`src/rtl/pmem_arbiter_if.sv`:
```
// Bus bundle between the IFU/LSU requesters, the arbiter and the PMEM model.
// slave is the arbiter's view; master is the environment (requesters + memory).
interface pmem_arbiter_if;
  // IFU fetch channel
  logic        ifu_req_valid;
  logic        ifu_req_ready;
  logic [31:0] ifu_addr;
  logic        ifu_rsp_valid;
  logic [31:0] ifu_rdata;
  // LSU load/store channel
  logic        lsu_req_valid;
  logic        lsu_req_ready;
  logic [31:0] lsu_addr;
  logic        lsu_wen;
  logic [7:0]  lsu_wmask;
  logic [31:0] lsu_wdata;
  logic        lsu_rsp_valid;
  logic [31:0] lsu_rdata;
  // PMEM channel
  logic        mem_req_valid;
  logic        mem_req_ready;
  logic [31:0] mem_addr;
  logic        mem_wen;
  logic [7:0]  mem_wmask;
  logic [31:0] mem_wdata;
  logic        mem_rsp_valid;
  logic [31:0] mem_rdata;
  logic        bus_err;

  modport slave (
    input  ifu_req_valid, ifu_addr,
    input  lsu_req_valid, lsu_addr, lsu_wen, lsu_wmask, lsu_wdata,
    input  mem_req_ready, mem_rsp_valid, mem_rdata,
    output ifu_req_ready, ifu_rsp_valid, ifu_rdata,
    output lsu_req_ready, lsu_rsp_valid, lsu_rdata,
    output mem_req_valid, mem_addr, mem_wen, mem_wmask, mem_wdata,
    output bus_err
  );

  modport master (
    output ifu_req_valid, ifu_addr,
    output lsu_req_valid, lsu_addr, lsu_wen, lsu_wmask, lsu_wdata,
    output mem_req_ready, mem_rsp_valid, mem_rdata,
    input  ifu_req_ready, ifu_rsp_valid, ifu_rdata,
    input  lsu_req_ready, lsu_rsp_valid, lsu_rdata,
    input  mem_req_valid, mem_addr, mem_wen, mem_wmask, mem_wdata,
    input  bus_err
  );
endinterface

```
`src/rtl/pmem_arbiter.sv`:
```
// Single-outstanding PMEM arbiter for IFU and LSU. LSU wins contention
// unless the IFU has lost MAX_STARVE contended grants in a row. A response
// that never arrives is terminated after TIMEOUT cycles with a bus error.
module pmem_arbiter #(
  parameter int MAX_STARVE = 3,
  parameter int TIMEOUT    = 255
) (
  input  logic          clk,
  input  logic          rst,
  pmem_arbiter_if.slave bus
);

  // +2 keeps the widths >= 1 and leaves headroom for the compare value
  localparam int SW = $clog2(MAX_STARVE + 2);
  localparam int TW = $clog2(TIMEOUT + 2);

  typedef enum logic [1:0] {S_IDLE, S_REQ, S_RSP} state_t;
  typedef enum logic {OWN_IFU, OWN_LSU} owner_t;

  state_t        state_q, state_d;
  owner_t        owner_q, owner_d;
  logic [SW-1:0] starve_q, starve_d;
  logic [TW-1:0] to_q, to_d;
  logic [31:0]   addr_q, addr_d;
  logic          wen_q, wen_d;
  logic [7:0]    wmask_q, wmask_d;
  logic [31:0]   wdata_q, wdata_d;
  logic          err_q, err_d;

  logic          gnt_ifu, gnt_lsu, starved;
  logic          rsp_fire;
  logic [31:0]   rsp_data;

  // State and latched payload registers
  always_ff @(posedge clk or posedge rst) begin
    if (rst) begin
      state_q  <= S_IDLE;
      owner_q  <= OWN_IFU;
      starve_q <= '0;
      to_q     <= '0;
      addr_q   <= '0;
      wen_q    <= 1'b0;
      wmask_q  <= '0;
      wdata_q  <= '0;
      err_q    <= 1'b0;
    end else begin
      state_q  <= state_d;
      owner_q  <= owner_d;
      starve_q <= starve_d;
      to_q     <= to_d;
      addr_q   <= addr_d;
      wen_q    <= wen_d;
      wmask_q  <= wmask_d;
      wdata_q  <= wdata_d;
      err_q    <= err_d;
    end
  end

  // Grant decision, next state and response generation
  always_comb begin
    state_d  = state_q;
    owner_d  = owner_q;
    starve_d = starve_q;
    to_d     = to_q;
    addr_d   = addr_q;
    wen_d    = wen_q;
    wmask_d  = wmask_q;
    wdata_d  = wdata_q;
    err_d    = err_q;
    gnt_ifu  = 1'b0;
    gnt_lsu  = 1'b0;
    starved  = 1'b0;
    rsp_fire = 1'b0;
    rsp_data = '0;

    case (state_q)
      S_IDLE: begin
        // rst gating keeps the readies low while reset is held
        if (!rst) begin
          starved = (starve_q == SW'(MAX_STARVE));
          gnt_lsu = bus.lsu_req_valid && !(bus.ifu_req_valid && starved);
          gnt_ifu = bus.ifu_req_valid && !gnt_lsu;
        end
        if (gnt_lsu) begin
          addr_d  = bus.lsu_addr;
          wen_d   = bus.lsu_wen;
          wmask_d = bus.lsu_wmask;
          wdata_d = bus.lsu_wdata;
          owner_d = OWN_LSU;
          state_d = S_REQ;
          // LSU only beats a waiting IFU while not starved, so this saturates
          if (bus.ifu_req_valid && !starved) starve_d = starve_q + SW'(1);
        end else if (gnt_ifu) begin
          addr_d   = bus.ifu_addr;
          wen_d    = 1'b0;
          wmask_d  = 8'h0F;
          wdata_d  = '0;
          owner_d  = OWN_IFU;
          state_d  = S_REQ;
          starve_d = '0;
        end
      end
      S_REQ: begin
        if (bus.mem_req_ready) begin
          state_d = S_RSP;
          to_d    = '0;
        end
      end
      S_RSP: begin
        if (bus.mem_rsp_valid) begin
          rsp_fire = 1'b1;
          rsp_data = bus.mem_rdata;
          state_d  = S_IDLE;
        end else if (to_q == TW'(TIMEOUT)) begin
          rsp_fire = 1'b1;
          err_d    = 1'b1;
          state_d  = S_IDLE;
        end else begin
          to_d = to_q + TW'(1);
        end
      end
      default: state_d = S_IDLE;
    endcase
  end

  assign bus.ifu_req_ready = gnt_ifu;
  assign bus.lsu_req_ready = gnt_lsu;

  // Responses go only to the recorded owner; stores return zero data
  assign bus.ifu_rsp_valid = rsp_fire && (owner_q == OWN_IFU);
  assign bus.ifu_rdata     = (rsp_fire && owner_q == OWN_IFU) ? rsp_data : '0;
  assign bus.lsu_rsp_valid = rsp_fire && (owner_q == OWN_LSU);
  assign bus.lsu_rdata     = (rsp_fire && owner_q == OWN_LSU && !wen_q) ? rsp_data : '0;

  assign bus.mem_req_valid = (state_q == S_REQ);
  assign bus.mem_addr      = addr_q;
  assign bus.mem_wen       = wen_q;
  assign bus.mem_wmask     = wmask_q;
  assign bus.mem_wdata     = wdata_q;
  assign bus.bus_err       = err_q;

endmodule

```
`src/flat_wrapper.sv`:
```
// flat-port wrapper written by rule: the top's interface ports become plain ports
module pmem_arbiter_flat 
#(
  parameter int MAX_STARVE = 3,
  parameter int TIMEOUT    = 255
)
  (clk, rst, bus_ifu_req_valid, bus_ifu_addr, bus_lsu_req_valid, bus_lsu_addr, bus_lsu_wen, bus_lsu_wmask, bus_lsu_wdata, bus_mem_req_ready, bus_mem_rsp_valid, bus_mem_rdata, bus_ifu_req_ready, bus_ifu_rsp_valid, bus_ifu_rdata, bus_lsu_req_ready, bus_lsu_rsp_valid, bus_lsu_rdata, bus_mem_req_valid, bus_mem_addr, bus_mem_wen, bus_mem_wmask, bus_mem_wdata, bus_bus_err);
  pmem_arbiter_if bus_i ();
  input  logic clk;
  input  logic rst;
  input wire logic [$bits(bus_i.ifu_req_valid)-1:0] bus_ifu_req_valid;
  input wire logic [$bits(bus_i.ifu_addr)-1:0] bus_ifu_addr;
  input wire logic [$bits(bus_i.lsu_req_valid)-1:0] bus_lsu_req_valid;
  input wire logic [$bits(bus_i.lsu_addr)-1:0] bus_lsu_addr;
  input wire logic [$bits(bus_i.lsu_wen)-1:0] bus_lsu_wen;
  input wire logic [$bits(bus_i.lsu_wmask)-1:0] bus_lsu_wmask;
  input wire logic [$bits(bus_i.lsu_wdata)-1:0] bus_lsu_wdata;
  input wire logic [$bits(bus_i.mem_req_ready)-1:0] bus_mem_req_ready;
  input wire logic [$bits(bus_i.mem_rsp_valid)-1:0] bus_mem_rsp_valid;
  input wire logic [$bits(bus_i.mem_rdata)-1:0] bus_mem_rdata;
  output wire logic [$bits(bus_i.ifu_req_ready)-1:0] bus_ifu_req_ready;
  output wire logic [$bits(bus_i.ifu_rsp_valid)-1:0] bus_ifu_rsp_valid;
  output wire logic [$bits(bus_i.ifu_rdata)-1:0] bus_ifu_rdata;
  output wire logic [$bits(bus_i.lsu_req_ready)-1:0] bus_lsu_req_ready;
  output wire logic [$bits(bus_i.lsu_rsp_valid)-1:0] bus_lsu_rsp_valid;
  output wire logic [$bits(bus_i.lsu_rdata)-1:0] bus_lsu_rdata;
  output wire logic [$bits(bus_i.mem_req_valid)-1:0] bus_mem_req_valid;
  output wire logic [$bits(bus_i.mem_addr)-1:0] bus_mem_addr;
  output wire logic [$bits(bus_i.mem_wen)-1:0] bus_mem_wen;
  output wire logic [$bits(bus_i.mem_wmask)-1:0] bus_mem_wmask;
  output wire logic [$bits(bus_i.mem_wdata)-1:0] bus_mem_wdata;
  output wire logic [$bits(bus_i.bus_err)-1:0] bus_bus_err;
  assign bus_i.ifu_req_valid = bus_ifu_req_valid;
  assign bus_i.ifu_addr = bus_ifu_addr;
  assign bus_i.lsu_req_valid = bus_lsu_req_valid;
  assign bus_i.lsu_addr = bus_lsu_addr;
  assign bus_i.lsu_wen = bus_lsu_wen;
  assign bus_i.lsu_wmask = bus_lsu_wmask;
  assign bus_i.lsu_wdata = bus_lsu_wdata;
  assign bus_i.mem_req_ready = bus_mem_req_ready;
  assign bus_i.mem_rsp_valid = bus_mem_rsp_valid;
  assign bus_i.mem_rdata = bus_mem_rdata;
  assign bus_ifu_req_ready = bus_i.ifu_req_ready;
  assign bus_ifu_rsp_valid = bus_i.ifu_rsp_valid;
  assign bus_ifu_rdata = bus_i.ifu_rdata;
  assign bus_lsu_req_ready = bus_i.lsu_req_ready;
  assign bus_lsu_rsp_valid = bus_i.lsu_rsp_valid;
  assign bus_lsu_rdata = bus_i.lsu_rdata;
  assign bus_mem_req_valid = bus_i.mem_req_valid;
  assign bus_mem_addr = bus_i.mem_addr;
  assign bus_mem_wen = bus_i.mem_wen;
  assign bus_mem_wmask = bus_i.mem_wmask;
  assign bus_mem_wdata = bus_i.mem_wdata;
  assign bus_bus_err = bus_i.bus_err;
  pmem_arbiter #(.MAX_STARVE(MAX_STARVE), .TIMEOUT(TIMEOUT)) u_core (.clk(clk), .rst(rst), .bus(bus_i));
endmodule
```
`config.mk`:
```
export PLATFORM = sky130hd
export DESIGN_NAME = pmem_arbiter_flat
export DESIGN_NICKNAME = d
export VERILOG_FILES = /design/src/rtl/pmem_arbiter_if.sv /design/src/rtl/pmem_arbiter.sv /design/src/flat_wrapper.sv
export SDC_FILE = /design/constraint.sdc
export NUM_CORES = 1
export LEC_CHECK = 0
export ABC_AREA = 1
export CAP_MARGIN = 20
export CORE_ASPECT_RATIO = 0.8
export CORE_MARGIN = 4
export CORE_UTILIZATION = 30
export DETAILED_ROUTE_END_ITERATION = 8
export GPL_ROUTABILITY_DRIVEN = 1
export PLACE_DENSITY = 0.67
export SKIP_CTS_REPAIR_TIMING = 1
export SYNTH_ARGS = -nofsm -noshare
export SYNTH_HDL_FRONTEND = slang
export SYNTH_SLANG_ARGS = --single-unit
export TNS_END_PERCENT = 30
```
`constraint.sdc`:
```
create_clock -name clk -period 6.9 [get_ports clk]
set_input_delay 1.38 -clock clk [delete_from_list [all_inputs] [get_ports clk]]
set_output_delay 1.38 -clock clk [all_outputs]
set_load 0.005 [all_outputs]
```
==> metrics.md <==
| Metric | Value |
|---|---|
| Crit path time final | `5.21 ns` |
| Via density | `about 4.4` |
| Pwr dens | `roughly 320 nW/um^2` |
| Hold_ws | `0.475 ns` |
| Hold Crit Start | `u_core.bus.bus_err` |
| Cells after synthesis | `572` |
| Total CTS buffers | `9` |
| Htree depth | `3` |
| Post-Synthesis Cell Area | `4620 sq um` |
| Max-slew violation count | `0` |
| RSZ-0062 raised after global routing | `false` |
| Total negative slack | `0 ns` |
| DR vias | `4647` |
| Final-stage net count | `roughly 1000` |
| Worst Path Arrival | `roughly 3.8 ns` |
| Ant diodes | `0` |
| CTS Root Cell | `clkbuf_16` |
| Global-route met2 utilization | `31.8%` |
| Syn-to-layout area delta | `70.9%` |
| Clk sink count | `just under 90` |
| Hold Violations, Final | `0` |
| R2R Path Start | `u_core.state_q[0]` |
| Rel. slew slack | `38.5%` |
| Worst vdd ir | `0.185 mV` |
| CP Capture Type | `primary output` |
| Vias in the first global route | `4451` |
| IO Count | `~290` |
| Post-DP HPWL | `about 12000 microns` |
| Die ar. | `17500 sq um` |
| Synth cell types | `29` |
| Global-route track usage on met3 | `6.77%` |
| Overflow after GRT | `0` |
| Core area | `~15000 sq um` |
| Slew @ Worst Pin | `0.922 ns` |
| DRT iter0 DRCs | `221` |
| Pint | `1690 uW` |
| Crit Path Max Fanout | `32` |
| Wire length per cell | `15.0 microns` |
| First-pass DRT Iterations | `5` |
| Startpoint types | `input port` |
| Worst-skew pair later-pin latency | `~0.34 ns` |
| Clk pin slew, worst setup/hold paths | `around 0.060 ns` |
| Layout Utilization | `52.4%` |
| HP Class | `reg2reg` |
| Register share of total power | `34.5%` |
| Final setup vio count | `0` |
| Sw power | `851 uW` |
| Die Width | `147 microns` |
| Sw Ratio | `33.4%` |
| Gr usage total | `17.6%` |
| Worst setup startpoint | `bus_mem_rsp_valid` |
| GR Util met1 | `between 10% and 20%` |
| Buffers on Ports | `285` |
| Final design area excluding fillers | `7900 sq um` |
| CTS tree | `yes` |
| Fmax | `192 MHz` |
| Placement Cell Area | `about 7600 sq um` |
| Clock power frac | `roughly a fifth` |
| WS Path Type | `in2out` |
| First-pass GRT wire length | `24500 microns` |
| Maxcap violations | `0` |
| Status | `finished, final reports clean` |
| Dominant cells by area after synthesis | `dfrtp_1 48%, nand2_1 17%, nor3_2 7.1%, a31oi_1 4.5%, inv_1 4.1%` |
| Leading area contributor after synthesis | `dfrtp_1` |
| Syn_nets | `719` |
| Initial antenna violation count | `1` |
| Drt drc | `0` |
| Clk buf depth | `2` |
| Routed Antenna Nets | `0` |
| Yosys reg bits | `a little under 90` |
| Global routing's busiest layer | `met2` |
| WL final | `about 16000 microns` |
| Post-synth top area share | `48.2%` |
| Synth Area per Inst | `8.08 sq um` |
| P_leak | `0.00337 uW` |
| Clock Skew | `0.00719 ns` |
| RePlAce Congestion | `0.743` |
| WP data required | `5.52 ns` |
| Initial cell density of the core | `30.7%` |
| Fraction of layout cells with a size suffix above 1 | `under 10%` |
| Die height | `between 100 and 150 microns` |
| Fill count | `1430` |
| Sequential area share after synthesis | `between 40% and 50%` |
| Combinational Power Share | `between 40% and 50%` |
| Largest net degree at the start of global routing | `50` |
| Row count | `40` |
| Period utilisation layout | `between 70% and 80%` |
| Warnings from Yosys | `0` |
==> routing by layer <==
metal  routed length, microns  vias up
li1                         -     2355
met1                     6030     2086
met2                     8010      190
met3                     1570       14
met4                      199        2
met5                       13        -
==> layout by cell type (no fill, tap or decap), types with 2 or more instances in the layout <==
master	netlist	final
clkdlybuf4s50_1	0	285
nand2_1	206	206
dfrtp_1	89	89
inv_1	50	50
nor2_1	43	43
a31oi_1	33	33
nor3_2	33	33
nor3_1	32	32
nand3_1	12	11
clkbuf_16	0	9
buf_4	5	6
o21ai_0	5	5
o21ai_1	4	4
inv_2	5	4
o22a_1	4	4
ha_1	4	4
nand2_2	3	3
o21ai_2	2	2
inv_4	1	2
nand3_2	1	2
nor2_4	2	2
nor2_2	2	2
xor2_1	2	2
bufinv_16	0	2
==> stage by stage <==
step	std cells	setup WS (ns)	power, uW
after floorplan	572	2.57	1360
after global placement	1039	1.78	2030
final	1055	1.69	2550
after global routing	1055	1.51	2720
after detailed placement	1039	1.67	2040
after CTS	1055	1.67	2590
==> synth_stat cells <==
cell type,instances
nand2_1,206
dfrtp_1,89
inv_1,50
nor2_1,43
a31oi_1,33
nor3_2,33
nor3_1,32
buf_2,18
nand3_1,12
buf_6,7
buf_4,5
inv_2,5
o21ai_0,5
clkbuf_1,4
ha_1,4
o21ai_1,4
o22a_1,4
nand2_2,3
nor2_2,2
nor2_4,2
o21ai_2,2
xor2_1,2
a21oi_1,1
a21oi_2,1
a31o_2,1
inv_4,1
nand3_2,1
o31ai_1,1
xnor2_1,1
==> power by group through the flow <==
stage	clock, uW	sequential (uW)	combinational, uW
2_1_floorplan	0	894	462
3_3_place_gp	0	877	1150
3_5_place_dp	0	883	1150
4_1_cts	550	879	1160
5_1_grt	573	908	1240
6_report	535	878	1130
==> path summary, 6_finish.rpt <==
check | to | slack (ns) | cells past startpoint
max in group asynchronous | u_core.bus.mem_addr[15] | 4.32 | 3
worst max-delay path | bus_lsu_rdata[31] | 1.69 | 6
min in group asynchronous | u_core.bus.mem_addr[9] | 1.53 | 2
worst min register to register | u_core.bus.bus_err | 0.47 | 1
worst max register to register | u_core.bus.mem_wdata[19] | 4.50 | 7
worst min-delay path | u_core.bus.bus_err | 0.47 | 1
==> layout make-up <==
| type | instances | area (sq um) | area share (%) |
|---|---|---|---|
| tap | 210 | 263 | 3.33 |
| sequential | 89 | 2230 | 28.2 |
| multi-input combinational | 393 | 1960 | 24.9 |
| timing repair buffer | 291 | 2900 | 36.7 |
| inverter | 56 | 215 | 2.73 |
| clock inverter | 6 | 90.1 | 1.14 |
| clock buffer | 10 | 239 | 3.03 |
==> cell families after synthesis <==
kind of cell,Yosys count,synth area share [%]
AND/OR/NAND/NOR,334,33.5
AO/OA/AOI/OAI,52,7.23
XOR/XNOR,3,0.569
buffers and inverters,90,9.40
flip-flops,89,48.2
adder cells (fa/ha/maj),4,1.08
==> registers in the layout, indices dropped and copies added (netlist names) <==
signal                count
u_core.bus.bus_err        1
u_core.bus.mem_addr      32
u_core.to_q               9
u_core.bus.mem_wdata     32
u_core.owner_q            1
u_core.bus.mem_wmask      8
u_core.bus.mem_wen        1
u_core.starve_q           3
u_core.state_q            2
==> critical path: stages <==
cell             delay, ns
clkdlybuf4s50_1       0.49
inv_1                 0.09
a21oi_2               0.17
nand3_2               0.70
nor3_1                0.41
clkdlybuf4s50_1       0.56
(Power assumes the default switching activity.)
